File: src/rtl/imem_port_arb_if.sv
// Bundle between fetch stage, program loader and the imem array.
// The arbiter takes the slave side; requesters and memory take the master side.
interface imem_port_arb_if #(
    parameter int AW = 11
);
    logic          i_f_req;
    logic [31:0]   i_f_addr;
    logic          o_f_gnt;
    logic          o_f_rvalid;
    logic [31:0]   o_f_rdata;

    logic          i_l_req;
    logic          i_l_we;
    logic [31:0]   i_l_addr;
    logic [31:0]   i_l_wdata;
    logic          i_l_lock;
    logic          o_l_gnt;
    logic          o_l_rvalid;
    logic [31:0]   o_l_rdata;

    logic          o_load_mode;

    logic [AW-1:0] o_mem_addr;
    logic          o_mem_we;
    logic [31:0]   o_mem_wdata;
    logic [31:0]   i_mem_rdata;

    modport slave (
        input  i_f_req, i_f_addr,
        input  i_l_req, i_l_we, i_l_addr, i_l_wdata, i_l_lock,
        input  i_mem_rdata,
        output o_f_gnt, o_f_rvalid, o_f_rdata,
        output o_l_gnt, o_l_rvalid, o_l_rdata,
        output o_load_mode,
        output o_mem_addr, o_mem_we, o_mem_wdata
    );

    modport master (
        output i_f_req, i_f_addr,
        output i_l_req, i_l_we, i_l_addr, i_l_wdata, i_l_lock,
        output i_mem_rdata,
        input  o_f_gnt, o_f_rvalid, o_f_rdata,
        input  o_l_gnt, o_l_rvalid, o_l_rdata,
        input  o_load_mode,
        input  o_mem_addr, o_mem_we, o_mem_wdata
    );
endinterface

File: src/rtl/imem_port_arb.sv
// Fetch/loader arbiter for the single imem port (round robin, exclusive load mode).
// Optional IMEM_ARB_RANGE_CHECK_EN: out-of-range accesses skip memory and read as zero.
module imem_port_arb #(
    parameter int          AW       = 11,
    parameter logic [31:0] ADDR_MAX = 32'h1FFF
) (
    input  logic              i_clk,
    input  logic              i_rst,
    imem_port_arb_if.slave    bus
);

    typedef enum logic [1:0] {
        ST_SHARE = 2'd0,
        ST_LOAD  = 2'd1,
        ST_DRAIN = 2'd2
    } state_e;

    localparam logic SIDE_F = 1'b0;
    localparam logic SIDE_L = 1'b1;

    state_e      state_q, state_d;
    logic        rr_q, rr_d;
    logic        owner_vld_q, owner_vld_d;
    logic        owner_id_q, owner_id_d;
    logic        owner_oor_q, owner_oor_d;
    logic [31:0] f_rdata_q, f_rdata_d;
    logic [31:0] l_rdata_q, l_rdata_d;

    logic        f_gnt;
    logic        l_gnt;
    logic        rd_gnt;
    logic [31:0] acc_addr;
    logic        acc_oor;
    logic        resp_vld;
    logic [31:0] resp_data;
    logic        f_rvalid;
    logic        l_rvalid;

    // Grant and next-state decision
    always_comb begin
        f_gnt   = 1'b0;
        l_gnt   = 1'b0;
        state_d = state_q;
        rr_d    = rr_q;
        if (!i_rst) begin
            unique case (state_q)
                ST_SHARE: begin
                    if (bus.i_l_lock) begin
                        state_d = ST_LOAD;
                        l_gnt   = bus.i_l_req;
                    end else if (bus.i_f_req && bus.i_l_req) begin
                        f_gnt = (rr_q == SIDE_F);
                        l_gnt = (rr_q == SIDE_L);
                    end else begin
                        f_gnt = bus.i_f_req;
                        l_gnt = bus.i_l_req;
                    end
                    if (f_gnt) rr_d = SIDE_L;
                    if (l_gnt) rr_d = SIDE_F;
                end
                ST_LOAD: begin
                    l_gnt = bus.i_l_req;
                    if (!bus.i_l_lock) state_d = ST_DRAIN;
                end
                ST_DRAIN: begin
                    state_d = ST_SHARE;
                    rr_d    = SIDE_F;
                end
                default: begin
                    state_d = ST_SHARE;
                end
            endcase
        end
    end

    // Memory-side drive for the granted access
    always_comb begin
        acc_addr = l_gnt ? bus.i_l_addr : bus.i_f_addr;
`ifdef IMEM_ARB_RANGE_CHECK_EN
        acc_oor  = (acc_addr > ADDR_MAX);
`else
        acc_oor  = 1'b0;
`endif
        rd_gnt   = f_gnt || (l_gnt && !bus.i_l_we);

        bus.o_mem_addr  = '0;
        bus.o_mem_we    = 1'b0;
        bus.o_mem_wdata = '0;
        if ((f_gnt || l_gnt) && !acc_oor) begin
            bus.o_mem_addr = acc_addr[AW+1:2];
        end
        if (l_gnt && bus.i_l_we && !acc_oor) begin
            bus.o_mem_we    = 1'b1;
            bus.o_mem_wdata = bus.i_l_wdata;
        end

        owner_vld_d = rd_gnt;
        owner_id_d  = l_gnt ? SIDE_L : SIDE_F;
        owner_oor_d = rd_gnt && acc_oor;
    end

    // Response steering; rdata bypasses on the rvalid cycle, then holds
    always_comb begin
        resp_vld  = owner_vld_q && !i_rst;
        resp_data = owner_oor_q ? 32'h0000_0000 : bus.i_mem_rdata;
        f_rvalid  = resp_vld && (owner_id_q == SIDE_F);
        l_rvalid  = resp_vld && (owner_id_q == SIDE_L);
        f_rdata_d = f_rvalid ? resp_data : f_rdata_q;
        l_rdata_d = l_rvalid ? resp_data : l_rdata_q;
    end

    always_ff @(posedge i_clk) begin
        if (i_rst) begin
            state_q     <= ST_SHARE;
            rr_q        <= SIDE_F;
            owner_vld_q <= 1'b0;
            owner_id_q  <= SIDE_F;
            owner_oor_q <= 1'b0;
            f_rdata_q   <= '0;
            l_rdata_q   <= '0;
        end else begin
            state_q     <= state_d;
            rr_q        <= rr_d;
            owner_vld_q <= owner_vld_d;
            owner_id_q  <= owner_id_d;
            owner_oor_q <= owner_oor_d;
            f_rdata_q   <= f_rdata_d;
            l_rdata_q   <= l_rdata_d;
        end
    end

    assign bus.o_f_gnt     = f_gnt;
    assign bus.o_l_gnt     = l_gnt;
    assign bus.o_f_rvalid  = f_rvalid;
    assign bus.o_l_rvalid  = l_rvalid;
    assign bus.o_f_rdata   = f_rdata_d;
    assign bus.o_l_rdata   = l_rdata_d;
    assign bus.o_load_mode = (state_q == ST_LOAD) && !i_rst;

    // Byte-offset bits and (without range check) high address bits are don't-care
    logic unused_bits;
    assign unused_bits = ^{bus.i_f_addr, bus.i_l_addr, ADDR_MAX};

endmodule

File: src/flat_wrapper.sv
// flat-port wrapper written by rule: the top's interface ports become plain ports
module imem_port_arb_flat 
#(
    parameter int          AW       = 11,
    parameter logic [31:0] ADDR_MAX = 32'h1FFF
)
  (i_clk, i_rst, bus_i_f_req, bus_i_f_addr, bus_i_l_req, bus_i_l_we, bus_i_l_addr, bus_i_l_wdata, bus_i_l_lock, bus_i_mem_rdata, bus_o_f_gnt, bus_o_f_rvalid, bus_o_f_rdata, bus_o_l_gnt, bus_o_l_rvalid, bus_o_l_rdata, bus_o_load_mode, bus_o_mem_addr, bus_o_mem_we, bus_o_mem_wdata);
  imem_port_arb_if #(.AW(AW)) bus_i ();
  input  logic i_clk;
  input  logic i_rst;
  input wire logic [$bits(bus_i.i_f_req)-1:0] bus_i_f_req;
  input wire logic [$bits(bus_i.i_f_addr)-1:0] bus_i_f_addr;
  input wire logic [$bits(bus_i.i_l_req)-1:0] bus_i_l_req;
  input wire logic [$bits(bus_i.i_l_we)-1:0] bus_i_l_we;
  input wire logic [$bits(bus_i.i_l_addr)-1:0] bus_i_l_addr;
  input wire logic [$bits(bus_i.i_l_wdata)-1:0] bus_i_l_wdata;
  input wire logic [$bits(bus_i.i_l_lock)-1:0] bus_i_l_lock;
  input wire logic [$bits(bus_i.i_mem_rdata)-1:0] bus_i_mem_rdata;
  output wire logic [$bits(bus_i.o_f_gnt)-1:0] bus_o_f_gnt;
  output wire logic [$bits(bus_i.o_f_rvalid)-1:0] bus_o_f_rvalid;
  output wire logic [$bits(bus_i.o_f_rdata)-1:0] bus_o_f_rdata;
  output wire logic [$bits(bus_i.o_l_gnt)-1:0] bus_o_l_gnt;
  output wire logic [$bits(bus_i.o_l_rvalid)-1:0] bus_o_l_rvalid;
  output wire logic [$bits(bus_i.o_l_rdata)-1:0] bus_o_l_rdata;
  output wire logic [$bits(bus_i.o_load_mode)-1:0] bus_o_load_mode;
  output wire logic [$bits(bus_i.o_mem_addr)-1:0] bus_o_mem_addr;
  output wire logic [$bits(bus_i.o_mem_we)-1:0] bus_o_mem_we;
  output wire logic [$bits(bus_i.o_mem_wdata)-1:0] bus_o_mem_wdata;
  assign bus_i.i_f_req = bus_i_f_req;
  assign bus_i.i_f_addr = bus_i_f_addr;
  assign bus_i.i_l_req = bus_i_l_req;
  assign bus_i.i_l_we = bus_i_l_we;
  assign bus_i.i_l_addr = bus_i_l_addr;
  assign bus_i.i_l_wdata = bus_i_l_wdata;
  assign bus_i.i_l_lock = bus_i_l_lock;
  assign bus_i.i_mem_rdata = bus_i_mem_rdata;
  assign bus_o_f_gnt = bus_i.o_f_gnt;
  assign bus_o_f_rvalid = bus_i.o_f_rvalid;
  assign bus_o_f_rdata = bus_i.o_f_rdata;
  assign bus_o_l_gnt = bus_i.o_l_gnt;
  assign bus_o_l_rvalid = bus_i.o_l_rvalid;
  assign bus_o_l_rdata = bus_i.o_l_rdata;
  assign bus_o_load_mode = bus_i.o_load_mode;
  assign bus_o_mem_addr = bus_i.o_mem_addr;
  assign bus_o_mem_we = bus_i.o_mem_we;
  assign bus_o_mem_wdata = bus_i.o_mem_wdata;
  imem_port_arb #(.AW(AW), .ADDR_MAX(ADDR_MAX)) u_core (.i_clk(i_clk), .i_rst(i_rst), .bus(bus_i));
endmodule
File: config.mk
export PLATFORM = sky130hd
export DESIGN_NAME = imem_port_arb_flat
export DESIGN_NICKNAME = d
export VERILOG_FILES = /design/src/rtl/imem_port_arb_if.sv /design/src/rtl/imem_port_arb.sv /design/src/flat_wrapper.sv
export SDC_FILE = /design/constraint.sdc
export NUM_CORES = 1
export LEC_CHECK = 0
export ABC_AREA = 1
export CAP_MARGIN = 20
export CORE_MARGIN = 4
export CORE_UTILIZATION = 38
export DETAILED_ROUTE_END_ITERATION = 12
export PLACE_DENSITY = 0.86
export SKIP_LAST_GASP = 1
export SLEW_MARGIN = 20
export SYNTH_ARGS = -nofsm -noshare
export SYNTH_HDL_FRONTEND = slang
export SYNTH_SLANG_ARGS = --single-unit
File: constraint.sdc
create_clock -name i_clk -period 1.9 [get_ports i_clk]
set_input_delay 0.38 -clock i_clk [delete_from_list [all_inputs] [get_ports i_clk]]
set_output_delay 0.38 -clock i_clk [all_outputs]
set_load 0.01 [all_outputs]
==> metrics.txt, run 1 <==
status finished with violations; failing checks setup timing; root buf cell clkbuf_8; CP Data Arrival Time 1.79 ns; commonest non-fill, non-tap cells in the layout inv_1, clkdlybuf4s50_1, buf_4; clock transition at the registers of the reported paths 0.08 ns; IO Count between 200 and 250; initial antenna violation count 0; max-cap violations 0; crit path kind reg2out; First-pass DRT Iterations 5; Startpoint Class flop; fin nets 988; Period minus WS final approximately 2.2 ns; area leader, netlist dfxtp_1; Worst Tran Pin Value about 0.43 ns; core area ~0.009 mm^2; HPWL Detailed between 9000 and 10000 um; htree depth 3; CTS tree yes; Fin Clk Skew ~0.0069 ns; Buffers on Ports approximately 200; clock tree buffer depth 2; period utilization 1.14; most used cell along the critical path nor2_4; Yosys reg bits 69; Fin. Hold Viols 0; 1st-iter DRT viols between 300 and 400; final slew viol count 0; achievable frequency 0.460 GHz; Req. time, crit path 1.52 ns; Total Neg Setup Slack -14.43 ns; top-area cell type share of the netlist area 0.391; P&R area growth vs syn 111%; Cells after DPL approximately 900; final global-route overflow total 0; Fillers between 400 and 500; Pwr Total just under 4000 uW; synthesized cell area approximately 0.0035 mm^2; Routed Antenna Nets 0; dpl ws -0.565 ns; average size of a mapped cell 6.35 um^2; post-route cell area between 0.007 and 0.008 mm^2; Rel. slew slack 0.716; Die Area between 0.01 and 0.015 mm^2; Buf/Inv on CP 4; CP peak stage delay 0.35 ns; number of global-route vias before repair between 4000 and 5000; most common cell after layout, fill and taps aside inv_1; largest net degree at the start of global routing 40; Core Rows 34; CTS Buf Count 9; clock sinks 69; layout cells sized above 1 0.433; DRC viols 0; Non-Filler Instances 965; # hold bufs at CTS 0; Hold WC Path Type in2reg; Crit path max-delay family buffers and inverters; Vias/cell about 5; Die Wd between 100 and 150 um; cells along the critical path inv_2, nand2_4, nor2_4, nand3_4, clkbuf_16, buf_12, nor2_4, buf_6; GR Util All Layers 0.241; Final WS setup -0.273 ns; crit-path max FO 7; overall die height about 100 um; Ys Warns 0; Initial Util 0.397; Area after DPL between 0.005 and 0.006 mm^2; n_diodes 0; Skew-Pair Late Insertion Delay 0.32 ns; first-pass GRT wire length 21400 um; setup violators final just over 100; pwr dens 527 mW/mm^2; syn nets a little under 700; largest cells by area after synthesis dfxtp_1, inv_1, nor2_1, nand2_1, o21ai_1; Lkg Pwr around 0.0042 uW; vias post-DR approximately 4900; RSZ-0062 raised after global routing yes; Max IR drop VDD 0.468 mV; sequential area share after synthesis 0.391; Placer Congestion ~0.9; WL/cell 19.4 um; Post-Syn Instances about 560; final WL between 15000 and 20000 um; CP Capture Type output port; number of library cell types mapped by synthesis 17; slowest CP cell dfxtp_2
## cells in the mapped netlist (all sizes together)
master  number
o21ai       76
buf         21
nor3         1
inv        187
a21oi        3
dfxtp       69
nor2       104
nand2       74
nand3       14
clkbuf       7
## state kept, by name, indices dropped and copies added (netlist names)
register            cells
u_core.f_rdata_q       32
u_core.owner_vld_q      1
u_core.state_q          2
u_core.owner_id_q       1
u_core.l_rdata_q       32
u_core.rr_q             1
## area by class of cell
| class | instances | area [um^2] | area share |
|---|---|---|---|
| sequential | 69 | 1390 | 0.186 |
| clock buffer | 12 | 145 | 0.0195 |
| inverter | 187 | 704 | 0.0945 |
| multi-input combinational | 272 | 2060 | 0.276 |
| timing repair buffer | 315 | 3000 | 0.402 |
| tap | 108 | 135 | 0.0181 |
| clock inverter | 2 | 35.0 | 0.00470 |
## stage by stage
step	util	hold WS [ns]
2_1_floorplan	-	0.458
3_3_place_gp	0.673	0.484
3_5_place_dp	0.673	0.494
4_1_cts	0.742	0.369
5_1_grt	0.839	0.434
6_report	0.839	0.435
## cell families after synthesis
kind of cell / count (synthesis) / synth area share
buffers and inverters: 215 / 0.259
flip-flops: 69 / 0.391
AO/OA/AOI/OAI: 79 / 0.133
AND/OR/NAND/NOR: 193 / 0.216
## power by group
group	internal [uW]	total, uW	switching [uW]
clock	628	1160	534
combinational	617	1240	626
sequential	1500	1520	21.9
## final timing paths
check	slack [ns]	depth (start not counted)	end	startpoint
worst min-delay path	0.43	2	u_core.state_q[1]$_SDFFE_PP0P_	bus_i_l_lock
worst max register to register	0.20	12	u_core.f_rdata_q[2]$_SDFF_PP0_	u_core.owner_vld_q$_SDFF_PP0_
worst min register to register	0.53	4	u_core.l_rdata_q[21]$_SDFF_PP0_	u_core.l_rdata_q[21]$_SDFF_PP0_
worst max-delay path	-0.27	8	bus_o_mem_wdata[1]	u_core.state_q[1]$_SDFFE_PP0P_
## layer usage
metal  up-vias  GRT usage  routed length [um]
met5         -          0                   0
met4         0      0.127                1360
met3       102     0.0646                1310
met2       302      0.475                9780
met1      2296      0.220                6310
li1       2166          -                   -
## worst register-to-register path, stage by stage, from the launching register on
cell	delay, ns
dfxtp_2	0.32
inv_2	0.04
nor2_4	0.15
nand2_4	0.12
buf_6	0.16
buf_16	0.14
buf_12	0.12
nand2_4	0.05
o21ai_4	0.05
buf_4	0.13
buf_4	0.12
buf_4	0.12
nor2_1	0.10
## what timing repair did
item,4_1_cts,5_1_grt
buffers inserted,20,30
pin swaps,6,17
gates resized for setup,374,260
endpoints found under the setup margin,113,110
gates cloned,5,3
Power figures use the tool's default switching activity.
==> run 2: changes to the inputs <==
--- a/config.mk
+++ b/config.mk
@@ -10,6 +10,8 @@
 export CORE_MARGIN = 4
 export CORE_UTILIZATION = 38
 export DETAILED_ROUTE_END_ITERATION = 12
+export GPL_ROUTABILITY_DRIVEN = 0
+export MAX_ROUTING_LAYER = met4
 export PLACE_DENSITY = 0.86
 export SKIP_LAST_GASP = 1
 export SLEW_MARGIN = 20
==> metrics.txt, run 2 (same netlist as run 1, synthesis figures left out) <==
status finished with violations; failing checks setup timing; crit-path max FO 31 (+24); Reg2Reg Depth 12 (unchanged); setup violators final 107 (+4.9%); commonest non-fill, non-tap cells in the layout inv_1, clkdlybuf4s50_1, buf_4; HPWL Detailed 9220 um (unchanged); Skew-Pair Late Insertion Delay 0.33 ns (about the same); Startpoint Class flop; overall die height 104 um (unchanged); final slew viol count 0 (unchanged); hold_ws 0.480 ns (+0.0446 ns); Final WS setup -0.302 ns (-0.0285 ns); met3 wire length 1410 um (+8.2%); final WL 19500 um (+4.2%); Hold Path Stages 3 (+1); metal2 WL 10300 um (+4.9%); most common cell after layout, fill and taps aside inv_1; worst flop-to-flop path endpoint u_core.f_rdata_q[2]$_SDFF_PP0_; core area 0.00889 mm^2 (unchanged); clock sinks 69 (unchanged); 1st-iter DRT viols 284 (-19%); Period minus WS final 2.20 ns (+0.0285 ns); Initial Util 0.397 (unchanged); clock tree buffer depth 2 (unchanged); GR Util All Layers 0.248 (+0.00760); Worst Tran Pin Value 0.426 ns (-0.000428 ns); R2R Path Start u_core.owner_vld_q$_SDFF_PP0_; P&R area growth vs syn 111% (about the same); First-pass DRT Iterations 5 (unchanged); htree depth 3 (unchanged); largest net degree at the start of global routing 40 (unchanged); RSZ-0062 raised after global routing yes; WHS Endpoint u_core.state_q[1]$_SDFFE_PP0P_; crit path kind reg2out; achievable frequency 0.454 GHz (-1.3%); # hold bufs at CTS 0 (unchanged); IO Count 247 (unchanged); vias post-DR 5013 (+3.0%); Hold Path Origin i_rst; CP Capture Type output port; final global-route overflow total 0 (unchanged); Pwr Total 3950 uW (+0.58%); Rel. slew slack 0.716 (about the same); Non-Filler Instances 965 (unchanged); root buf cell clkbuf_8; Routed Antenna Nets 0 (unchanged); Fin Clk Skew 0.00726 ns (+0.000316 ns); first-pass GRT wire length 21500 um (+0.35%); fin nets 988 (unchanged); pwr dens 530 mW/mm^2 (+0.61%); Hold WC Path Type in2reg; clock transition at the registers of the reported paths 0.08 ns (about the same); Max Used Layer met4; Cells after DPL 897 (unchanged); initial antenna violation count 0 (unchanged); Largest regs u_core.f_rdata_q: 32 flops, u_core.l_rdata_q: 32 flops, u_core.state_q: 2 flops; Total Neg Setup Slack -17.43 ns (-3.00 ns); fin util 0.838 (about the same); period utilization 1.16 (+0.0150); Buffers on Ports 204 (unchanged); Die Area 0.0109 mm^2 (unchanged); Vias/cell 5.19 (+3.0%); Max IR drop VDD 0.342 mV (-27%); Core Rows 34 (unchanged); n_diodes 0 (unchanged); Lkg Pwr 0.00421 uW (about the same); max-cap violations 0 (unchanged); Fin. Hold Viols 0 (unchanged); WL/cell 20.2 um (+4.2%); Req. time, crit path 1.52 ns (about the same); Die Wd 104 um (unchanged); met1 WL 6460 um (+2.3%); DRC viols 0 (unchanged); layout cells sized above 1 0.433 (unchanged); number of global-route vias before repair 4647 (-0.11%); CTS tree yes; CTS Buf Count 9 (unchanged); R2R setup slack 0.15 ns (-0.05 ns); CP Data Arrival Time 1.82 ns (+0.03 ns)
## run 2: cell counts in the layout (fill, tap and decap cells not counted)
Identical to the previous run, type by type.
## run 2: worst max path at each step
stage                                       start             endpoint
floorplan                                   i_rst    bus_o_mem_addr[2]
global placement                      bus_i_l_req  bus_o_mem_wdata[21]
detailed placement                    bus_i_l_req    bus_o_mem_addr[9]
CTS                 u_core.owner_vld_q$_SDFF_PP0_    bus_o_f_rdata[15]
global route        u_core.owner_vld_q$_SDFF_PP0_    bus_o_l_rdata[22]
finish              u_core.owner_vld_q$_SDFF_PP0_    bus_o_l_rdata[22]
## run 2: through the flow
stage | setup WS, ns | cell area [um^2]
6_report | -0.302 | 7450
5_1_grt | -0.341 | 7450
4_1_cts | -0.168 | 6600
3_5_place_dp | -0.565 | 5980
3_3_place_gp | -0.523 | 5980
2_1_floorplan | 0.345 | 3530
## run 2: timing repair
item,CTS,global route
gates cloned,5,3
setup endpoints to repair,113,110
resized for setup,374,259
setup buffers,20,30
pin swaps,6,17
## run 2: worst max-delay path: stages, from the launching register on
cell             delay [ns]
dfxtp_2                0.35
inv_2                  0.05
nor2_4                 0.15
nand2_2                0.13
buf_12                 0.20
nand2_1                0.13
o21ai_2                0.08
inv_1                  0.10
clkdlybuf4s15_1        0.30
## run 2: cell type report
class	instances	area (um^2)
Timing Repair Buffer	315	3000
Sequential cell	69	1390
Multi-Input combinational cell	272	2060
Inverter	187	702
Tap cell	108	135
Fill cell	434	1440
Clock buffer	12	145
Clock inverter	2	35.0
## run 2: routing by layer
layer | vias to the layer above | GRT usage
li1 | 2166 | -
met1 | 2371 | 0.230
met2 | 365 | 0.476
met3 | 111 | 0.0528
met4 | 0 | 0.123
met5 | - | -
## run 2: power breakdown
part | total [uW] | internal, uW | leakage, uW | switching, uW
logic | 1260 | 617 | 0.00356 | 640
registers | 1520 | 1500 | 0.000562 | 23.9
clock network | 1170 | 628 | 0.0000923 | 542
total | 3950 | 2740 | 0.00421 | 1200
==> run 3: changes to the inputs <==
--- a/config.mk
+++ b/config.mk
@@ -11,6 +11,7 @@
 export CORE_UTILIZATION = 38
 export DETAILED_ROUTE_END_ITERATION = 12
 export GPL_ROUTABILITY_DRIVEN = 0
+export HOLD_SLACK_MARGIN = 0.12
 export MAX_ROUTING_LAYER = met4
 export PLACE_DENSITY = 0.86
 export SKIP_LAST_GASP = 1
==> results of run 3 <==
No change in the layout: final DEF, timing and power equal those of run 2.
